==> src/rtl/lut_cfg_loader_if.sv <==
// Serial configuration stream between the bitstream host and the LUT loader.
interface lut_cfg_loader_if;
  logic cfg_bit;
  logic cfg_valid;
  logic cfg_ready;

  modport master (output cfg_bit, output cfg_valid, input cfg_ready);
  modport slave  (input cfg_bit, input cfg_valid, output cfg_ready);
endinterface

==> src/rtl/lut_cfg_loader.sv <==
// Assembles a serial bitstream into NUM_LUTS truth tables and commits them atomically,
// holding the CLBs in programming mode until a complete image is live.
module lut_cfg_loader #(
  parameter int unsigned NUM_LUTS = 4,
  parameter int unsigned LUT_BITS = 16
) (
  input  logic                         clk,
  input  logic                         rst,
  input  logic                         start_i,
  input  logic                         abort_i,
  lut_cfg_loader_if.slave              cfg_if,
  output logic [NUM_LUTS*LUT_BITS-1:0] lut_cfg_o,
  output logic                         prgm_b_o,
  output logic                         clb_prgm_b_o,
  output logic                         busy_o,
  output logic                         done_o
);

  localparam int unsigned TOTAL = NUM_LUTS * LUT_BITS;
  localparam int unsigned CNT_W = $clog2(TOTAL);
  localparam logic [CNT_W-1:0] LAST = CNT_W'(TOTAL - 1);

  typedef enum logic [1:0] {IDLE, LOAD, COMMIT, RUN} state_e;

  state_e             state_q, state_d;
  logic [CNT_W-1:0]   cnt_q, cnt_d;
  logic [TOTAL-1:0]   shadow_q, shadow_d;
  logic [TOTAL-1:0]   lut_q, lut_d;
  logic               prgm_q, prgm_d;
  logic               clb_q, clb_d;
  logic               done_q, done_d;
  logic               ready_q, busy_q;

  // State and output registers; ready/busy are registered copies of the next state.
  always_ff @(posedge clk) begin
    if (rst) begin
      state_q  <= IDLE;
      cnt_q    <= '0;
      shadow_q <= '0;
      lut_q    <= '0;
      prgm_q   <= 1'b0;
      clb_q    <= 1'b1;
      done_q   <= 1'b0;
      ready_q  <= 1'b0;
      busy_q   <= 1'b0;
    end else begin
      state_q  <= state_d;
      cnt_q    <= cnt_d;
      shadow_q <= shadow_d;
      lut_q    <= lut_d;
      prgm_q   <= prgm_d;
      clb_q    <= clb_d;
      done_q   <= done_d;
      ready_q  <= (state_d == LOAD);
      busy_q   <= (state_d == LOAD);
    end
  end

  // The last accepted bit commits in the same update so lut_cfg/done appear in COMMIT.
  always_comb begin
    state_d  = state_q;
    cnt_d    = cnt_q;
    shadow_d = shadow_q;
    lut_d    = lut_q;
    prgm_d   = prgm_q;
    clb_d    = clb_q;
    done_d   = 1'b0;
    case (state_q)
      IDLE, RUN: begin
        if (start_i) begin
          state_d  = LOAD;
          cnt_d    = '0;
          shadow_d = '0;
          clb_d    = 1'b1;
        end
      end
      LOAD: begin
        if (abort_i) begin
          state_d  = IDLE;
          cnt_d    = '0;
          shadow_d = '0;
          clb_d    = ~prgm_q;
        end else if (cfg_if.cfg_valid) begin
          shadow_d[cnt_q] = cfg_if.cfg_bit;
          cnt_d           = cnt_q + CNT_W'(1);
          if (cnt_q == LAST) begin
            state_d = COMMIT;
            lut_d   = shadow_d;
            prgm_d  = 1'b1;
            done_d  = 1'b1;
          end
        end
      end
      COMMIT: begin
        state_d = RUN;
        clb_d   = 1'b0;
      end
      default: state_d = IDLE;
    endcase
  end

  assign cfg_if.cfg_ready = ready_q;
  assign lut_cfg_o        = lut_q;
  assign prgm_b_o         = prgm_q;
  assign clb_prgm_b_o     = clb_q;
  assign busy_o           = busy_q;
  assign done_o           = done_q;

endmodule

==> src/flat_wrapper.sv <==
// flat-port wrapper written by rule: the top's interface ports become plain ports
module lut_cfg_loader_flat 
#(
  parameter int unsigned NUM_LUTS = 4,
  parameter int unsigned LUT_BITS = 16
)
  (clk, rst, start_i, abort_i, lut_cfg_o, prgm_b_o, clb_prgm_b_o, busy_o, done_o, cfg_if_cfg_bit, cfg_if_cfg_valid, cfg_if_cfg_ready);
  lut_cfg_loader_if cfg_if_i ();
  input  logic clk;
  input  logic rst;
  input  logic start_i;
  input  logic abort_i;
  output logic [NUM_LUTS*LUT_BITS-1:0] lut_cfg_o;
  output logic prgm_b_o;
  output logic clb_prgm_b_o;
  output logic busy_o;
  output logic done_o;
  input wire logic [$bits(cfg_if_i.cfg_bit)-1:0] cfg_if_cfg_bit;
  input wire logic [$bits(cfg_if_i.cfg_valid)-1:0] cfg_if_cfg_valid;
  output wire logic [$bits(cfg_if_i.cfg_ready)-1:0] cfg_if_cfg_ready;
  assign cfg_if_i.cfg_bit = cfg_if_cfg_bit;
  assign cfg_if_i.cfg_valid = cfg_if_cfg_valid;
  assign cfg_if_cfg_ready = cfg_if_i.cfg_ready;
  lut_cfg_loader #(.NUM_LUTS(NUM_LUTS), .LUT_BITS(LUT_BITS)) u_core (.clk(clk), .rst(rst), .start_i(start_i), .abort_i(abort_i), .cfg_if(cfg_if_i), .lut_cfg_o(lut_cfg_o), .prgm_b_o(prgm_b_o), .clb_prgm_b_o(clb_prgm_b_o), .busy_o(busy_o), .done_o(done_o));
endmodule
==> config.mk <==
export PLATFORM = sky130hd
export DESIGN_NAME = lut_cfg_loader_flat
export DESIGN_NICKNAME = d
export VERILOG_FILES = /design/src/rtl/lut_cfg_loader_if.sv /design/src/rtl/lut_cfg_loader.sv /design/src/flat_wrapper.sv
export SDC_FILE = /design/constraint.sdc
export NUM_CORES = 1
export LEC_CHECK = 0
export CAP_MARGIN = 20
export CORE_MARGIN = 2
export CORE_UTILIZATION = 24
export CTS_BUF_LIST = sky130_fd_sc_hd__clkbuf_16
export CTS_CLUSTER_DIAMETER = 80
export DETAILED_ROUTE_END_ITERATION = 10
export PLACE_DENSITY = 0.41
export REMOVE_ABC_BUFFERS = 1
export SYNTH_ARGS = -nofsm -noshare
export SYNTH_HDL_FRONTEND = slang
export SYNTH_SLANG_ARGS = --single-unit
==> constraint.sdc <==
create_clock -name clk -period 1.7 [get_ports clk]
set_input_delay 0.255 -clock clk [delete_from_list [all_inputs] [get_ports clk]]
set_output_delay 0.255 -clock clk [all_outputs]
set_load 0.01 [all_outputs]
* Word-level counts from Yosys, hierarchy flattened *
Index checks and enable logic that the tools add are counted.

operators by class
  $add $sub $neg = 1
  $mul = 0
  div/mod/pow operators = 0
  magnitude comparators = 2
  equality and inequality tests = 8
  shift-type cells = 0
  mux-type cells = 20
  bitwise logic cells = 4
  reduce and logical (&&, ||, !) cells = 8

operator list
  cell                   count
  $mux W64               3
  $pmux W64 S2           1
  $bwmux W64             1
  $mux W6                3
  $pmux W6 S2            1
  $mux W2                4
  $lt A6 B7 Y1 const B   1
  $add A6 B1 Y6 const B  1
  $demux W1 S6           1
  $eq A6 B6 Y1 const B   1
  $ge A6 B1 Y1 const B   1
  $pmux W2 S3            1
  $eq A2 B1 Y1 const B   2
  $eq A2 B2 Y1 const B   2
  $mux W1                4
  $ne A2 B2 Y1 const B   2
  $not A1 Y1             4
  $reduce_and A4 Y1      1
  $reduce_or A4 Y1       1
  $ne A3 B3 Y1 const B   1
  $pmux W1 S3            1
  $reduce_and A3 Y1      1
  $logic_not A2 Y1       1
  $reduce_and A2 Y1      1
  other kinds (3)        3

storage, ports and cells
  register bits after elaboration = 140
  latch bits = 0
  RAM bits = 0
  bits in read-only memories = 0
  memories = 0

* Longest topological paths before layout *
Gate-level depths: netlist of run 1.

  depth after elaboration = 8
  mapped depth = 9
  gate-level depth less buffers = 6

* Worst setup path before layout of run 1 *
Ideal clock, no wire load.

  path kind = reg2reg
  start = register u_core.state_q[0]
  end = register u_core.shadow_q[20]
  setup time = 128 ps
  arrival = 1735 ps
  path slack = -163 ps
  cell stages (with the launch flop) = 10
  path buffers = 3
  cell sequence = dfxtp_1 -> inv_1 -> ha_1 -> nor2b_1 -> buf_2 -> o31a_1 -> buf_2 -> buf_2 -> nand2_1 -> o21ai_0

on the way
  longest elaborated chain between the ends = 4

RTL lines
  what                                                          RTL line              RTL
  from (decl)                                                   lut_cfg_loader.sv:25  state_e state_q, state_d;
  from (signal assigned)                                        lut_cfg_loader.sv:47  state_q <= state_d;
  $eq A2 B2 Y1 or $logic_not A2 Y1 (tied branches)              lut_cfg_loader.sv:68  case (state_q)
  $reduce_or A2 Y1                                              lut_cfg_loader.sv:68
  $ne A2 B2 Y1 (no line) or $reduce_bool A2 Y1 (tied branches)  n/a
  $reduce_and A3 Y1 (no line)                                   n/a
  to (signal assigned)                                          lut_cfg_loader.sv:49  shadow_q <= shadow_d;
  to (decl)                                                     lut_cfg_loader.sv:27  logic [TOTAL-1:0] shadow_q, shadow_d;

Parallel ways exist; a longest one is shown, timed or not.
A chain may end at the register's enable or synchronous reset.

* Worst setup path after layout of run 1 *
  start = register u_core.state_q[0]
  end = register u_core.shadow_q[26]

The elaborated chain is that of the path after synthesis.

==> impl_summary.md, run 1 <==
Routing
For this run, design rule violations remaining after detail routing come to 0. The number of search-and-repair iterations in the first detailed-routing pass is 4. The vias after detailed routing is 5047.

The wire length per cell is 15.6 um. The post-detailed-route count of antenna-violating nets is 0. The total routed wirelength is around 18000 um. The detail-routed via count per cell is about 4.5. After the first detailed-routing iteration, the DRC count stood at 203.

Clocking
For the worst-skew pair, the clock arrives at the later sink with an insertion delay of 420 ps. Clock tree synthesis selected as its root buffer the cell sky130_fd_sc_hd__clkbuf_16. TritonCTS built the clock tree. CTS saw 140 sinks. The number of buffers between clock root and the deepest sink is 2.

The number of buffers added to fix hold violations after cts is 0. TritonCTS created 17 clock buffers. The number of H-tree levels is 4.

After clock tree synthesis, the clock-pin slew on the worst setup and hold paths is 70 ps.

Yosys
The post-synthesis register bit count is 140. The post-synthesis average cell area is 9.26 sq um. Ranked by total cell area, the synthesized netlist is headed by sky130_fd_sc_hd__dfxtp_1 (46%), sky130_fd_sc_hd__mux2i_1 (10%), sky130_fd_sc_hd__a211oi_2 (9.2%), sky130_fd_sc_hd__nor2_1 (6.9%), sky130_fd_sc_hd__nand2_1 (4.0%). The multiplexer fraction of the synthesized cell area is 10.3%. The synthesized design contains 0 enable-type register cells. Sequential cells were found to cover 45.8% of the synthesized design area. The total number of yosys warnings is 0. The synthesized netlist devotes less than 1% of its cell area to adder and majority cells.

The post-synthesis instance area is 6120 sq um. In the synthesized netlist the dominant register cell turns out to be sky130_fd_sc_hd__dfxtp_1. In the post-synthesis netlist, the cell with the most instances is sky130_fd_sc_hd__dfxtp_1. The area fraction in compound gates after synthesis is 18.8%. The cell count after synthesis is 661. The library cell occupying the most area in the post-synthesis netlist is sky130_fd_sc_hd__dfxtp_1. After Yosys synthesis, XOR and XNOR cells account for 0.429% of the synthesized area. The synthesized netlist contains 41 unique library cells. After synthesis, the most frequently instantiated cells are sky130_fd_sc_hd__dfxtp_1 (140), sky130_fd_sc_hd__nor2_1 (113), sky130_fd_sc_hd__nand2_1 (65). By area, the combinational part of the netlist is dominated by compound AO/OA/AOI/OAI gates. The simple-gate share of the synthesized area is 18.3%. The top cell type's share of synthesized area is 45.8%. Of all flip-flops after synthesis, the portion carrying an async set or reset was 0%.

Power and ir drop
The power density over the cells is 857 nW/um^2. The clock power share is 49.4%. The switching power is 1.84 mW. The fraction of power consumed by sequential logic is 43.7%. The net switching fraction of the power is 24.4%. Across the VDD grid, the largest voltage drop is 0.000537 V.

The analysis attributes to cell leakage a power of ~2.7 nW. Combinational logic is responsible for 6.9% of the overall power. The total internal power is 5.70 mW.

Placed design
The post-placement cell count is 1084. The final estimated routing congestion in global placement is around 0.73. The detailed-placement wirelength estimate is 11100 um. In this run the tool buffered the top-level ports with 74 buffer cells.

The placement-stage cell area is 7640 sq um.

Critical path
The largest driver fanout on the critical path is 10. The critical path launch point type is a flip-flop. The required time at the worst-slack endpoint is 2000 ps. The critical path arrival is 2010 ps. The endpoint type of the worst setup path is a flip-flop.

The setup path with the least slack is of type flip-flop to flip-flop.

Global routing
The global-route wire length before repair is 26300 um. The initial antenna violation count is 0. The pin count of the biggest net entering global routing is 40. The via count of the first global-routing pass was 4896.

The overall fraction of global-route tracks in use is 12.7%. The total congestion overflow is 0.

Final layout
The final core area utilization is a little over a third. The finished cells cover between 8000 and 9000 sq um. The antenna diode count is 0. The layout-stage area growth over the synthesis result is 43.9%. The non-filler instance count after layout is 1132. The net count of the finished layout is 798. The fraction of layout cells with a size suffix above 1 is roughly a third.

STA
The final hold slack is 229 ps. The actual slew at the worst max-slew pin is 621 ps. Setup repair after global routing could not meet its margin everywhere.

Timing would allow up to ~580 MHz. The final sum of negative setup slack is -42.9 ps. The final-report max-slew violation count is 0. The number of failing setup endpoints in the final timing report is 8.

The relative slew slack is between 50% and 60%. The smallest clock period supported by the final layout is computed as 1710 ps. Between clock sinks in the finished design, the worst skew comes to 12.2 ps.

The hold violation total from the final report came to 0. Across all setup checks in the final design, the least slack found is -11.8 ps. The portion of the clock cycle consumed by the worst path in the final layout is 101%.

Die
The die width is 164 um. The floorplan has 58 rows. After floorplanning, the core was sized to cover 25100 sq um. For this configuration, the core starts out at a cell density of 24.4%. The die span in y is about 160 um. 75 I/O pins were placed. The die covers 26800 sq um.

Run status
The flow ran to the end, but the final reports show violations. The final reports fail on negative setup slack.

Worst hold path
The type of the worst min-delay path is input pin to flip-flop.

Run
The number of violations of the max-capacitance limit is 0.
## cell type report
| cell class | instances | area [sq um] |
|---|---|---|
| Tap cell | 330 | 413 |
| Inverter | 3 | 11.3 |
| Sequential cell | 140 | 2820 |
| Multi-Input combinational cell | 460 | 3270 |
| Clock buffer | 17 | 425 |
| Clock inverter | 15 | 166 |
| Timing Repair Buffer | 167 | 1700 |
| Fill cell | 2595 | 16300 |
## state kept, by name, summed over array words and instances (netlist names)
signal                   count
u_core.clb_prgm_b_o          1
u_core.prgm_b_o              1
u_core.lut_cfg_o            64
u_core.done_o                1
u_core.cfg_if.cfg_ready      1
u_core.shadow_q             64
u_core.state_q               2
u_core.cnt_q                 6
## worst max-delay path, stage by stage (launching register included)
cell	delay, ps
sky130_fd_sc_hd__dfxtp_4	370
sky130_fd_sc_hd__inv_2	50
sky130_fd_sc_hd__ha_4	260
sky130_fd_sc_hd__buf_6	110
sky130_fd_sc_hd__nor2_4	60
sky130_fd_sc_hd__o31a_4	430
sky130_fd_sc_hd__clkbuf_16	200
sky130_fd_sc_hd__nand2_1	60
sky130_fd_sc_hd__o21ai_0	60
## per-layer routing
layer / vias to the layer above / global-route usage (%) / share of wire, %
met3: 11 / 2.80 / 4.5
met2: 97 / 20.5 / 47
met4: 0 / 4.31 / 0.90
met1: 2398 / 16.8 / 48
met5: - / 0 / 0
li1: 2541 / - / -
## power by group through the flow
stage / sequential (mW) / clock (mW) / combinational (mW)
floorplan: 3.37 / 0 / 0.103
CTS: 3.30 / 3.82 / 0.373
global route: 3.30 / 3.97 / 0.554
global placement: 3.37 / 0 / 0.316
finish: 3.30 / 3.73 / 0.522
detailed placement: 3.37 / 0 / 0.320
## cell usage in the layout (no fill, tap or decap), types with 3 or more instances in the layout
cell	count
sky130_fd_sc_hd__clkbuf_16	22
sky130_fd_sc_hd__and3_1	4
sky130_fd_sc_hd__dfxtp_4	3
sky130_fd_sc_hd__buf_6	10
sky130_fd_sc_hd__a211oi_1	14
sky130_fd_sc_hd__buf_12	10
sky130_fd_sc_hd__nor2_1	103
sky130_fd_sc_hd__nand3_1	3
sky130_fd_sc_hd__mux2i_2	14
sky130_fd_sc_hd__dfxtp_2	5
sky130_fd_sc_hd__clkinvlp_4	6
sky130_fd_sc_hd__nand2_1	54
sky130_fd_sc_hd__a211oi_2	49
sky130_fd_sc_hd__inv_6	3
sky130_fd_sc_hd__nor2_2	30
sky130_fd_sc_hd__buf_4	68
sky130_fd_sc_hd__o21ai_1	62
sky130_fd_sc_hd__xnor2_1	3
sky130_fd_sc_hd__clkdlybuf4s50_1	72
sky130_fd_sc_hd__mux2i_1	47
sky130_fd_sc_hd__dfxtp_1	132
sky130_fd_sc_hd__nand2_2	11
sky130_fd_sc_hd__nand3b_1	7
sky130_fd_sc_hd__o21ai_0	8
sky130_fd_sc_hd__clkinv_4	4
sky130_fd_sc_hd__a21oi_1	5
sky130_fd_sc_hd__ha_4	3
sky130_fd_sc_hd__or3b_1	4
## path summary, 6_finish.rpt
path / start / end / slack (ps) / cells after the start
max reg2reg: u_core.state_q[0]$_SDFF_PP0_ / u_core.shadow_q[26]$_SDFFE_PP0P_ / -10 / 8
min: rst / u_core.clb_prgm_b_o$_SDFFE_PP1P_ / 230 / 3
min reg2reg: u_core.shadow_q[56]$_SDFFE_PP0P_ / u_core.shadow_q[56]$_SDFFE_PP0P_ / 440 / 2
max: u_core.state_q[0]$_SDFF_PP0_ / u_core.shadow_q[26]$_SDFFE_PP0P_ / -10 / 8
## stage by stage
step / power [mW] / worst slack (ps)
floorplan: 3.48 / -2660
global placement: 3.69 / -235
detailed placement: 3.69 / -265
CTS: 7.49 / -83.1
global route: 7.82 / -110
finish: 7.55 / -11.8
## kinds of logic after synthesis
kind of cell | count (synthesis)
buffers and inverters | 62
flip-flops | 140
AO/OA/AOI/OAI | 148
multiplexers | 63
adder cells (fa/ha/maj) | 3
XOR/XNOR | 3
AND/OR/NAND/NOR | 242
## timing repair
item,in CTS,in global routing
gates cloned,2,8
endpoints found under the hold margin,0,0
resized for setup,41,75
endpoints found under the setup margin,134,137
pin swaps,6,11
buffers inserted,1,7
No activity file was read; power rests on OpenSTA's default activity.
==> run 2: changes to the inputs <==
--- a/config.mk
+++ b/config.mk
@@ -5,6 +5,7 @@
 export SDC_FILE = /design/constraint.sdc
 export NUM_CORES = 1
 export LEC_CHECK = 0
+export ABC_CLOCK_PERIOD_IN_PS = 1700
 export CAP_MARGIN = 20
 export CORE_MARGIN = 2
 export CORE_UTILIZATION = 24
==> results of run 2 <==
Final layout, timing and power as in run 1 (identical DEF).
==> run 3: changes to the inputs <==
--- a/config.mk
+++ b/config.mk
@@ -12,8 +12,10 @@
 export CTS_BUF_LIST = sky130_fd_sc_hd__clkbuf_16
 export CTS_CLUSTER_DIAMETER = 80
 export DETAILED_ROUTE_END_ITERATION = 10
+export GPL_TIMING_DRIVEN = 0
 export PLACE_DENSITY = 0.41
 export REMOVE_ABC_BUFFERS = 1
+export SKIP_CTS_REPAIR_TIMING = 1
 export SYNTH_ARGS = -nofsm -noshare
 export SYNTH_HDL_FRONTEND = slang
 export SYNTH_SLANG_ARGS = --single-unit
==> run 3 against run 2 <==
Largest power group unchanged. Sequential share of layout area down 1.3 points. Final area is 4.3% higher. Global-route usage fell by 0.82 points. Sequential power barely moved. Highest routed layer unchanged. Final cell count decreased by 1.4%. Via count grew 2.2%. The flow still finishes with violations (negative setup slack).
==> impl_summary.md, run 3 (synthesis gave the netlist of run 1 again) <==
Final layout
Leaving out fill and tap cells, the most frequent cell in the layout is sky130_fd_sc_hd__dfxtp_1. The antenna diode count came to 0 (unchanged). The layout net count came to 783 (-1.9%).

The final design area excluding fillers is 9190 sq um (+4.3%). The fraction of layout cells with a size suffix above 1 was 36.5% (+3.3 points). The non-filler instance count after layout is 1116 (-1.4%). Compared with the post-synthesis result, the final layout area differs by 50.1%. Leaving out fill and tap cells, the most frequent cells in the layout are sky130_fd_sc_hd__dfxtp_1 (132), sky130_fd_sc_hd__nor2_1 (85), sky130_fd_sc_hd__clkdlybuf4s50_1 (72).

Global routing
The total congestion overflow is 0 (unchanged). The overall fraction of global-route tracks in use is 11.9% (-0.82 points). The initial antenna violation count is 0 (unchanged). The via count of the first global-routing pass is 4563 (-6.8%). The global-route wire length before repair was 24500 um (-6.9%). The pin count of the biggest net entering global routing is 39 (-2.5%).

Critical path
The kind of cell with the highest combined delay along the critical path is simple AND/OR/NAND/NOR gates. The worst setup path is launched from a flip-flop. The largest driver fanout on the critical path came to 14 (+4). The worst flop-to-flop path endpoint is u_core.shadow_q[20]$_SDFFE_PP0P_. The number of buffer and inverter stages on the critical path was 3 (unchanged). The endpoint type of the worst setup path is a flip-flop. The critical path arrival is 2180 ps (+170 ps). The path length in cells of the critical path is 7 (-1). The critical path startpoint is u_core.state_q[1]$_SDFF_PP0_.

The slowest cell on the critical path is sky130_fd_sc_hd__or3_4. The worst-case register-to-register setup slack is -140 ps (-130 ps). The logic depth of the worst register-to-register path came to 7 (-1). The largest stage delay on the critical path was 430 ps (about the same).

The most critical setup path has its endpoint at u_core.shadow_q[20]$_SDFFE_PP0P_. The worst flop-to-flop path startpoint is u_core.state_q[1]$_SDFF_PP0_. The required time at the worst-slack endpoint is 2040 ps (+40 ps).

The setup path with the least slack is of type flip-flop to flip-flop. Walking the worst path, the cells encountered are inv_2 -> ha_4 -> nand3b_1 -> buf_4 -> or3_4 -> buf_12 -> o21ai_0.

Clocking
The number of sinks driven by the clock tree was 140 (unchanged). The number of clock buffers inserted by TritonCTS is 17 (unchanged). The number of H-tree levels is 4 (unchanged). The clock edge transition at the registers on the reported setup and hold paths is 60 ps (about the same). The clock latency on the worst-skew pair is 430 ps (about the same). TritonCTS built the clock tree. The clock tree root buffer cell is sky130_fd_sc_hd__clkbuf_16. The number of buffers between clock root and the deepest sink is 2 (unchanged).

Power and ir drop
The overall power after layout is 7.60 mW (+0.67%). The clock power share came to 50.1% (+0.7 points). The net switching fraction of the power is 22.6% (-1.8 points).

The switching power is 1.72 mW (-6.9%). The proportion of power drawn by combinational gates is 6.5% (-0.4 points). The maximum vdd drop is 0.000572 V (+6.5%). The power density over the cells is 827 nW/um^2 (-3.5%). The total internal power is 5.88 mW (+3.1%). The fraction of power consumed by sequential logic is 43.4% (-0.3 points). The static leakage power is 3.01 nW (+9.9%).

Routing
The number of search-and-repair iterations in the first detailed-routing pass is 4 (unchanged). The number of remaining DRC errors is 0 (unchanged). The detail-routed via count per cell is 4.62 (+3.6%). The detailed router's first-iteration violation count came to 224 (+10%). The vias after detailed routing was 5157 (+2.2%). The total routed wirelength is 19100 um (+8.2%). The wire length per cell came to 17.1 um (+9.8%). The post-detailed-route count of antenna-violating nets is 0 (unchanged).

Run status
The run finished, with violations left. The final reports fail on negative setup slack.

Die
The die width is 164 um (unchanged). The number of placement rows came to 58 (unchanged). The die span in y came to 164 um (unchanged).

The die outline area came to 26800 sq um (unchanged). The effective utilization at floorplan came to 24.4% (unchanged). The number of top-level pins is 75 (unchanged). The core box area was 25100 sq um (unchanged).

Placed design
The number of buffers inserted by port buffering was 74 (unchanged). The detailed-placement wirelength estimate was 10000 um (-10%). The placement-stage cell area is 7140 sq um (-6.5%). The final estimated routing congestion in global placement is 0.748 (+2.6%).

The post-placement cell count was 1016 (-6.3%).

Worst hold path
The start point of the worst hold path is rst. In this run the worst hold path is classified as input pin to flip-flop.

STA
The hold violation total from the final report is 0 (unchanged). The time the final worst path needs with I/O delays and setup is 1840 ps (+128 ps). The maximum achievable frequency is 543 MHz (-7.0%). The final-report max-slew violation count is 0 (unchanged). The relative slew slack is 60.8% (+2.2 points). The clock tree skew after final layout is 17.3 ps (+5.07 ps). The number of failing setup endpoints in the final timing report is 129 (+121). The portion of the clock cycle consumed by the worst path in the final layout is 108% (+7.5 points). Setup repair after global routing could not meet its margin everywhere. The slack of the critical path is -140 ps (-128 ps).

The actual slew at the worst max-slew pin came to 588 ps (-33.0 ps).

Run
The number of violations of the max-capacitance limit is 0 (unchanged).
==> run 3: worst min path at each step <==
stage | slack [ps] | depth (start not counted) | endpoint
final | 310 | 2 | u_core.prgm_b_o$_SDFFE_PP0P_
after global routing | 340 | 2 | u_core.cnt_q[1]$_SDFFE_PP0P_
after CTS | 260 | 2 | u_core.prgm_b_o$_SDFFE_PP0P_
after detailed placement | 440 | 2 | u_core.shadow_q[49]$_SDFFE_PP0P_
after global placement | 430 | 2 | u_core.shadow_q[2]$_SDFFE_PP0P_
after floorplan | 320 | 1 | u_core.lut_cfg_o[0]$_SDFFE_PP0P_
==> run 3: area by class of cell <==
type	instances	area (sq um)
repair buffers	150	1850
clock buffers	17	425
clock inverters	14	161
inverters	3	11.3
well taps	330	413
fillers	2572	15900
flip-flops and latches	140	2830
multi-input cells	462	3500
==> run 3: power groups by stage <==
stage / logic, mW / registers [mW] / clock network, mW
2_1_floorplan: 0.103 / 3.37 / 0
3_3_place_gp: 0.242 / 3.37 / 0
3_5_place_dp: 0.271 / 3.37 / 0
4_1_cts: 0.272 / 3.30 / 3.91
5_1_grt: 0.522 / 3.29 / 4.07
6_report: 0.496 / 3.30 / 3.80
==> run 3: per-layer routing <==
layer,up-vias,wire (um),GRT usage (%)
met5,-,0,0
met4,0,331,4.55
met3,27,757,2.85
met2,109,8870,19.1
met1,2476,9130,15.5
li1,2545,-,-
==> run 3: metrics by stage <==
step	util, %	TNS, ps	setup slack [ps]	hold WS (ps)
3_5_place_dp	28.4	-89870	-1010	441
6_report	36.6	-9440	-140	305
2_1_floorplan	-	-232100	-2660	320
5_1_grt	36.6	-20500	-232	341
3_3_place_gp	27.6	-533390	-4220	433
4_1_cts	30.8	-86050	-1030	260
==> run 3: worst register-to-register path: cells and delay by family, from the launching register on <==
family | cells | cell delay (ps)
AND/OR/NAND/NOR | 2 | 620
adder cells (fa/ha/maj) | 1 | 170
flip-flops | 1 | 330
AO/OA/AOI/OAI | 1 | 170
buffers and inverters | 3 | 470
